**config.mk**
```make
export PLATFORM = sky130hd
export DESIGN_NAME = itch_event_queue
export DESIGN_NICKNAME = d
export VERILOG_FILES = /design/src/rtl/itch_event_queue.sv
export SDC_FILE = /design/constraint.sdc
export NUM_CORES = 2
export LEC_CHECK = 0
export ABC_AREA = 1
export CAP_MARGIN = 20
export CORE_AREA = 2 2 720 722
export DETAILED_ROUTE_END_ITERATION = 8
export DIE_AREA = 0 0 722 724
export HOLD_SLACK_MARGIN = 0.05
export PLACE_DENSITY_LB_ADDON = 0.08
export SLEW_MARGIN = 20
export SYNTH_ARGS = -nofsm -noshare
export SYNTH_HDL_FRONTEND = slang
export SYNTH_SLANG_ARGS = --single-unit
```
**constraint.sdc**
```tcl
create_clock -name clk -period 15.15 [get_ports clk]
set_input_delay 1.515 -clock clk [delete_from_list [all_inputs] [get_ports clk]]
set_output_delay 1.515 -clock clk [all_outputs]
set_load 0.01 [all_outputs]
```
**src/rtl/itch_event_queue.sv**
```systemverilog
// Collects one-cycle event pulses from the ITCH decoder bank and tags each event with its channel and a sequence number.
// Accepted events are queued in a FIFO and leave on one registered valid/ready stream. Drops and collisions are counted.
module itch_event_queue #(
    parameter int NUM_CH    = 6,
    parameter int PAYLOAD_W = 256,
    parameter int DEPTH     = 8,
    parameter int SEQ_W     = 16
) (
    input  logic                          clk,
    input  logic                          rst,
    input  logic [NUM_CH-1:0]             ch_valid,
    input  logic [NUM_CH*PAYLOAD_W-1:0]   ch_payload,
    output logic                          out_valid,
    input  logic                          out_ready,
    output logic [2:0]                    out_tag,
    output logic [SEQ_W-1:0]              out_seq,
    output logic [PAYLOAD_W-1:0]          out_payload,
    output logic [$clog2(DEPTH):0]        fifo_count,
    output logic                          overflow,
    output logic [15:0]                   drop_count,
    output logic [15:0]                   collision_count
);

    localparam int AW      = $clog2(DEPTH);
    localparam int PTR_W   = AW + 1;
    localparam int ENTRY_W = 3 + SEQ_W + PAYLOAD_W;

    logic [PAYLOAD_W-1:0] ch_pay_arr [NUM_CH];

    genvar gi;
    generate
        for (gi = 0; gi < NUM_CH; gi++) begin : g_unpack
            assign ch_pay_arr[gi] = ch_payload[gi*PAYLOAD_W +: PAYLOAD_W];
        end
    endgenerate

    logic                 cand_valid;
    logic [2:0]           cand_tag;
    logic [PAYLOAD_W-1:0] cand_payload;
    logic                 collision;

    // Scanning from the top down leaves the lowest-index asserted channel as the winner.
    always_comb begin
        cand_valid   = |ch_valid;
        cand_tag     = 3'd0;
        cand_payload = '0;
        for (int i = NUM_CH - 1; i >= 0; i--) begin
            if (ch_valid[i]) begin
                cand_tag     = 3'(i);
                cand_payload = ch_pay_arr[i];
            end
        end
    end

    assign collision = (ch_valid & (ch_valid - NUM_CH'(1))) != '0;

    logic [PTR_W-1:0]   wr_ptr_reg, rd_ptr_reg;
    logic [PTR_W-1:0]   wr_ptr_next, rd_ptr_next;
    logic [SEQ_W-1:0]   seq_ctr_reg;
    logic [ENTRY_W-1:0] head_reg, head_next;
    logic               head_load;
    logic               overflow_reg;
    logic [15:0]        drop_count_reg, collision_count_reg;
    logic [ENTRY_W-1:0] mem [DEPTH];

    logic fifo_empty, fifo_full, deq, enq, drop;
    logic [ENTRY_W-1:0] new_entry;

    assign fifo_empty = (wr_ptr_reg == rd_ptr_reg);
    assign fifo_full  = (wr_ptr_reg[AW] != rd_ptr_reg[AW]) &&
                        (wr_ptr_reg[AW-1:0] == rd_ptr_reg[AW-1:0]);
    assign deq        = !fifo_empty && out_ready;
    assign enq        = cand_valid && (!fifo_full || deq);
    assign drop       = cand_valid && fifo_full && !deq;
    assign new_entry  = {cand_tag, seq_ctr_reg, cand_payload};

    assign wr_ptr_next = wr_ptr_reg + PTR_W'(enq);
    assign rd_ptr_next = rd_ptr_reg + PTR_W'(deq);

    always_ff @(posedge clk) begin
        if (enq) begin
            mem[wr_ptr_reg[AW-1:0]] <= new_entry;
        end
    end

    // The head register preloads the next entry. When that entry is the one being
    // written this cycle, it takes the incoming event directly.
    always_comb begin
        head_load = 1'b1;
        head_next = mem[rd_ptr_next[AW-1:0]];
        if (rd_ptr_next == wr_ptr_reg) begin
            head_load = enq;
            head_next = new_entry;
        end
    end

    always_ff @(posedge clk or negedge rst) begin
        if (!rst) begin
            wr_ptr_reg          <= '0;
            rd_ptr_reg          <= '0;
            seq_ctr_reg         <= '0;
            head_reg            <= '0;
            overflow_reg        <= 1'b0;
            drop_count_reg      <= '0;
            collision_count_reg <= '0;
        end else begin
            wr_ptr_reg <= wr_ptr_next;
            rd_ptr_reg <= rd_ptr_next;
            if (enq) begin
                seq_ctr_reg <= seq_ctr_reg + SEQ_W'(1);
            end
            if (head_load) begin
                head_reg <= head_next;
            end
            if (drop) begin
                overflow_reg <= 1'b1;
                if (drop_count_reg != 16'hFFFF) begin
                    drop_count_reg <= drop_count_reg + 16'd1;
                end
            end
            if (collision && collision_count_reg != 16'hFFFF) begin
                collision_count_reg <= collision_count_reg + 16'd1;
            end
        end
    end

    assign out_valid       = !fifo_empty;
    assign out_tag         = head_reg[ENTRY_W-1 -: 3];
    assign out_seq         = head_reg[PAYLOAD_W +: SEQ_W];
    assign out_payload     = head_reg[PAYLOAD_W-1:0];
    assign fifo_count      = wr_ptr_reg - rd_ptr_reg;
    assign overflow        = overflow_reg;
    assign drop_count      = drop_count_reg;
    assign collision_count = collision_count_reg;

endmodule
```
Word level (Yosys, flattened, before mapping)
Memory sizes are Yosys's and may differ from the RTL's.
Cells that the tools add are included.
{"block": "op_classes", "addsub": 7, "n_eq_ne": 6, "n_mux": 16, "bitwise_logic": 1, "n_reduce_logical": 13}
{"cell": "$mux 256", "count": 6}
{"cell": "$mux 275", "count": 1}
{"cell": "$add 16x1->16 const B", "count": 3}
{"cell": "$ne 16x16->1 const B", "count": 2}
{"cell": "$mux 3", "count": 6}
{"cell": "$add 4x1->4", "count": 2}
{"cell": "$eq 4x4->1", "count": 2}
{"cell": "$and 6x6->6", "count": 1}
{"cell": "$logic_and 1x1->1", "count": 6}
{"cell": "$reduce_bool 6->1", "count": 1}
{"cell": "$reduce_or 6->1", "count": 1}
{"cell": "$sub 6x1->6 const B", "count": 1}
{"cell": "$sub 4x4->4", "count": 1}
{"cell": "$eq 3x3->1", "count": 1}
{"cell": "$logic_not 1->1", "count": 3}
{"cell": "$mux 1", "count": 3}
{"cell": "$reduce_and 2->1", "count": 1}
{"cell": "$logic_or 1x1->1", "count": 1}
{"cell": "$ne 1x1->1", "count": 1}
{"block": "totals", "reg_bits": 332, "ramBits": 2200, "output_inout_bits": 313, "n_memories": 1}
{"name": "mem", "depth": 8, "width": 275, "read_ports": 1, "rd_ports_with_merged_regs": 0, "wr": 1, "line": "64", "source": "logic [ENTRY_W-1:0] mem [DEPTH];"}

Depth between registers and ports, before layout
{"block": "depth", "word_depth": 7, "mapped_depth": 18, "ltp_nobuf": 16}

Worst setup path after synthesis
OpenSTA, ideal clock, no wires.
{"block": "synth_timing", "kind": "input to register", "start": "in ch_valid[3]", "end": "mem mem[0][0] in the netlist's numbering (enable)", "setup_ps": 917, "arrival_ps": 13935, "t_required_ps": 14233, "path_slack_ps": 298, "path_stages": 8, "path_buffers": 2, "path_cell_list": "clkbuf_1 > nor2_1 > nand3_1 > nand2_1 > inv_1 > clkbuf_1 > nand2_1 > nor2_1"}
{"block": "synth_via", "elab_chain_len": 4}
{"element": "from (decl)", "line": "11", "source": "input logic [NUM_CH-1:0] ch_valid,"}
{"element": "$reduce_or 6->1", "line": "44", "source": "cand_valid = |ch_valid;"}
{"element": "$logic_and 1x1->1", "line": "73", "source": "assign enq = cand_valid && (!fifo_full || deq);"}
{"element": "$mux 1", "line": "81", "source": "if (enq) begin"}
{"element": "$mux 1 (implied by the code)", "line": "82", "source": "mem[wr_ptr_reg[AW-1:0]] <= new_entry;"}
{"element": "to (decl)", "line": "64"}
Every way passes these cells.

Final worst setup path
{"block": "layout_timing", "start": "in out_ready", "end": "reg head_reg[113]"}
{"block": "layout_via", "elab_chain_len": 4}
{"element": "from (decl)", "line": "14", "source": "input logic out_ready,"}
{"element": "$logic_and 1x1->1 (*)", "line": "72", "source": "assign deq = !fifo_empty && out_ready;"}
{"element": "$add 4x1->4 (*)", "line": "78", "source": "assign rd_ptr_next = rd_ptr_reg + PTR_W'(deq);"}
{"element": "net rd_ptr_next[0]", "line": "58", "source": "logic [PTR_W-1:0] wr_ptr_next, rd_ptr_next;"}
{"element": "$mem_v2 8x275 / $eq 4x4->1 (equally long branches)"}
{"element": "$mux 275 / $mux 1 (equally long branches)", "line": "91", "source": "if (rd_ptr_next == wr_ptr_reg) begin"}
{"element": "to (signal assigned)", "line": "113", "source": "head_reg <= head_next;"}
{"element": "to (decl)", "line": "60", "source": "logic [ENTRY_W-1:0] head_reg, head_next;"}
Mark *: on every way through the listed nets, which the timed path passes. The rest lies on a longest branch.
A chain may end at the register's enable or synchronous reset.

==> summary.md <==
| Metric | Value |
|---|---|
| F_max | `around 140 MHz` |
| Rel. slew slack | `18.4%` |
| TritonCTS clock tree | `done` |
| DRT Wirelength | `606,000 um` |
| Synth top area share | `57.9%` |
| Worst EP required | `16.00 ns` |
| Overflow after GRT | `0` |
| CTS Buf Count | `316` |
| Hold buffer count at CTS | `0` |
| Layout cells sized above 1 | `roughly 4.8%` |
| Vias in the first global route | `between 90,000 and 100k` |
| Largest net degree at the start of global routing | `roughly 170` |
| Crit share post-route | `between 40% and 50%` |
| Initial Util | `22.1%` |
| Final Critical Period | `7.04 ns` |
| Worst min-delay path class | `flop to flop` |
| CTS Buffer Depth | `4` |
| Pwr per Cell Area | `227 nW/um^2` |
| Slew @ Worst Pin | `1.22 ns` |
| Setup crit start kind | `input port` |
| Power consumption | `34,100 uW` |
| DRC | `0` |
| Gr usage total | `22.3%` |
| Chip Width | `722 um` |
| Die height | `724 um` |
| Hold_ws | `0.464 ns` |
| Clock transition at path regs | `0.06 ns` |
| Core ar. | `515,000 um^2` |
| Register area share after synthesis | `65.2%` |
| Crit Path Max Fanout | `145` |
| Final GP Congestion | `0.853` |
| Clock Sinks | `2,532` |
| Avg Inst Size Synth | `9.59 um^2` |
| First-pass GRT wire length | `816,000 um` |
| RSZ-0062 raised after global routing | `false` |
| Initial DRC Count | `6,982` |
| Htree depth | `5` |
| Root Buffer | `clkbuf_16` |
| Leak | `0.0555 uW` |
| Hold path depth | `1` |
| Most used flip-flop cell after synthesis | `edfxtp_1` |
| Post-synth ARST share | `approximately an eighth` |
| Post-CTS setup buffer count | `0` |
| Synth Net Count | `approximately 13,000` |
| Post-synthesis cell type count | `27` |
| Final setup TNS | `0 ns` |
| Final #Nets | `about 15,000` |
| Yosys warning count | `0` |
| IO Pins | `1,858` |
| Antenna-violating nets left | `0` |
| Drt pass-1 iters | `9` |
| Clk_skew | `a little over 0.06 ns` |
| Post-DR wirelength/cell | `29.5 um` |
| Max Cap Viol | `0` |
| Worst R2R Path Depth | `20` |
| DP HPWL | `418,000 um` |
| Finished Layout Cells | `20,600` |
| Placed cells | `19,900` |
| Avg Vias per Cell | `4.56` |
| Status | `completed` |
| Max VDD drop | `0.230 mV` |
| Leading cell types by total area after synthesis | `edfxtp_1 58%, nand2_1 10%, nor2_1 8.9%` |
| Crit path capture type | `flop` |
| Crit Path Class | `input port to flop` |
| Crit path DAT | `roughly 7.9 ns` |
| Routed vias | `93,800` |
| Area leader, netlist | `edfxtp_1` |
| Post_cts resized | `0` |
| Final setup vio count | `0` |
| Post-synth EDFFs | `approximately 2,200` |
| Later-pin clock latency in the skew report | `0.94 ns` |
| Max reg flops | `approximately 2,200` |
| Post-DP Area | `140,000 um^2` |
| Slew Limit Fails | `0` |
| Fillers | `around 54,000` |
| Num rows | `around 260` |
| Count leader, synth | `nand2_1` |
| Synth-to-Final Area Change | `31.4%` |
| Final Hold Fails | `0` |
| Post-synth top cells | `3,053 x nand2_1, 2,705 x nor2_1, 2,200 x edfxtp_1, 1,161 x o21ai_0, 1,027 x nand3_1` |
| Netlist Area Pre-Place | `114,000 um^2` |
| Initial antenna violation count | `97` |
| Port bufs | `1,857` |
| Finished Cell Area | `150,000 um^2` |
| Die ar. | `between 500,000 and 600,000 um^2` |
| Yosys reg bits | `2,532` |
| Syn Inst Count | `~12,000` |
-- logic make-up (layout without fill, tap and decap cells) --
group | Yosys count | in the layout | synth area share (%)
simple gates | 6816 | 6816 | 23.6
xor+xnor | 35 | 35 | 0.269
buf+inv | 923 | 2763 | 3.29
compound gates | 1586 | 1586 | 7.52
fa+ha+maj | 11 | 11 | 0.127
other cells | 0 | 38 | 0
flops | 2532 | 2532 | 65.2
-- final cells by class --
cell class	instances	area [um^2]	area share, %
multi-input combinational	8448	36100	24.1
sequential	2532	74400	49.6
antenna	38	95.1	0.0634
timing repair buffer	2052	20300	13.6
clock buffer	442	8720	5.82
clock inverter	139	1280	0.855
tap	6783	8490	5.66
inverter	130	533	0.355
-- cell usage in the layout, fill, tap and decap left out, drive strengths merged, types with 3 or more instances in the layout --
cell type	instances
nand2	3053
buf	200
xnor2	10
nand4	12
a21oi	3
edfxtp	2200
clkbuf	442
clkdlybuf4s50	1852
o21ai	1327
ha	10
nor2	2706
inv	144
o211ai	63
nand3	1027
a22oi	193
diode	38
clkinv	109
xor2	25
nor3	16
bufinv	15
dfrtp	332
-- worst max-delay path: stages --
cell and delay [ns]:
clkdlybuf4s50_1 0.62, inv_1 0.10, a21oi_1 0.22, ha_4 0.22
buf_12 0.58, buf_4 0.83, buf_4 0.69, buf_12 0.55
buf_4 0.77, buf_4 0.78, nor2_1 0.12, nor2_1 0.10
o21ai_0 0.12, nand2_1 0.11, nand2_1 0.05, nand2_1 0.10
nand2_1 0.05, nand3_1 0.10
-- metal layers --
metal | wire (um) | GRT usage, % | part of all wire [%] | vias up
li1 | - | - | - | 43600
met1 | 279000 | 31.1 | 46 | 47200
met2 | 286000 | 37.0 | 47 | 2473
met3 | 27100 | 2.73 | 4.5 | 571
met4 | 13800 | 4.98 | 2.3 | 22
met5 | 135 | 0 | 0.022 | -
-- per-stage QoR --
stage,setup slack [ns],util [%]
final,8.11,29.1
after global routing,7.59,29.1
after CTS,8.00,29.1
after detailed placement,7.03,27.1
after global placement,7.07,27.1
after floorplan,0.298,-
-- report_power, final --
group          internal [uW]  switching [uW]
registers              10100            1260
clock network           4290            3160
logic                   4520           10700
total                  19000           15200
-- path summary, 6_finish.rpt --
kind	start	endpoint	slack, ns
max in group asynchronous	rst	head_reg[96]	12.30
worst max register to register	wr_ptr_reg[0]	head_reg[113]	8.14
worst min register to register	overflow	overflow	0.46
min in group asynchronous	rst	head_reg[251]	0.52
worst max-delay path	out_ready	head_reg[113]	8.11
worst min-delay path	overflow	overflow	0.46
Note: power is estimated with default switching activity, not from simulation.
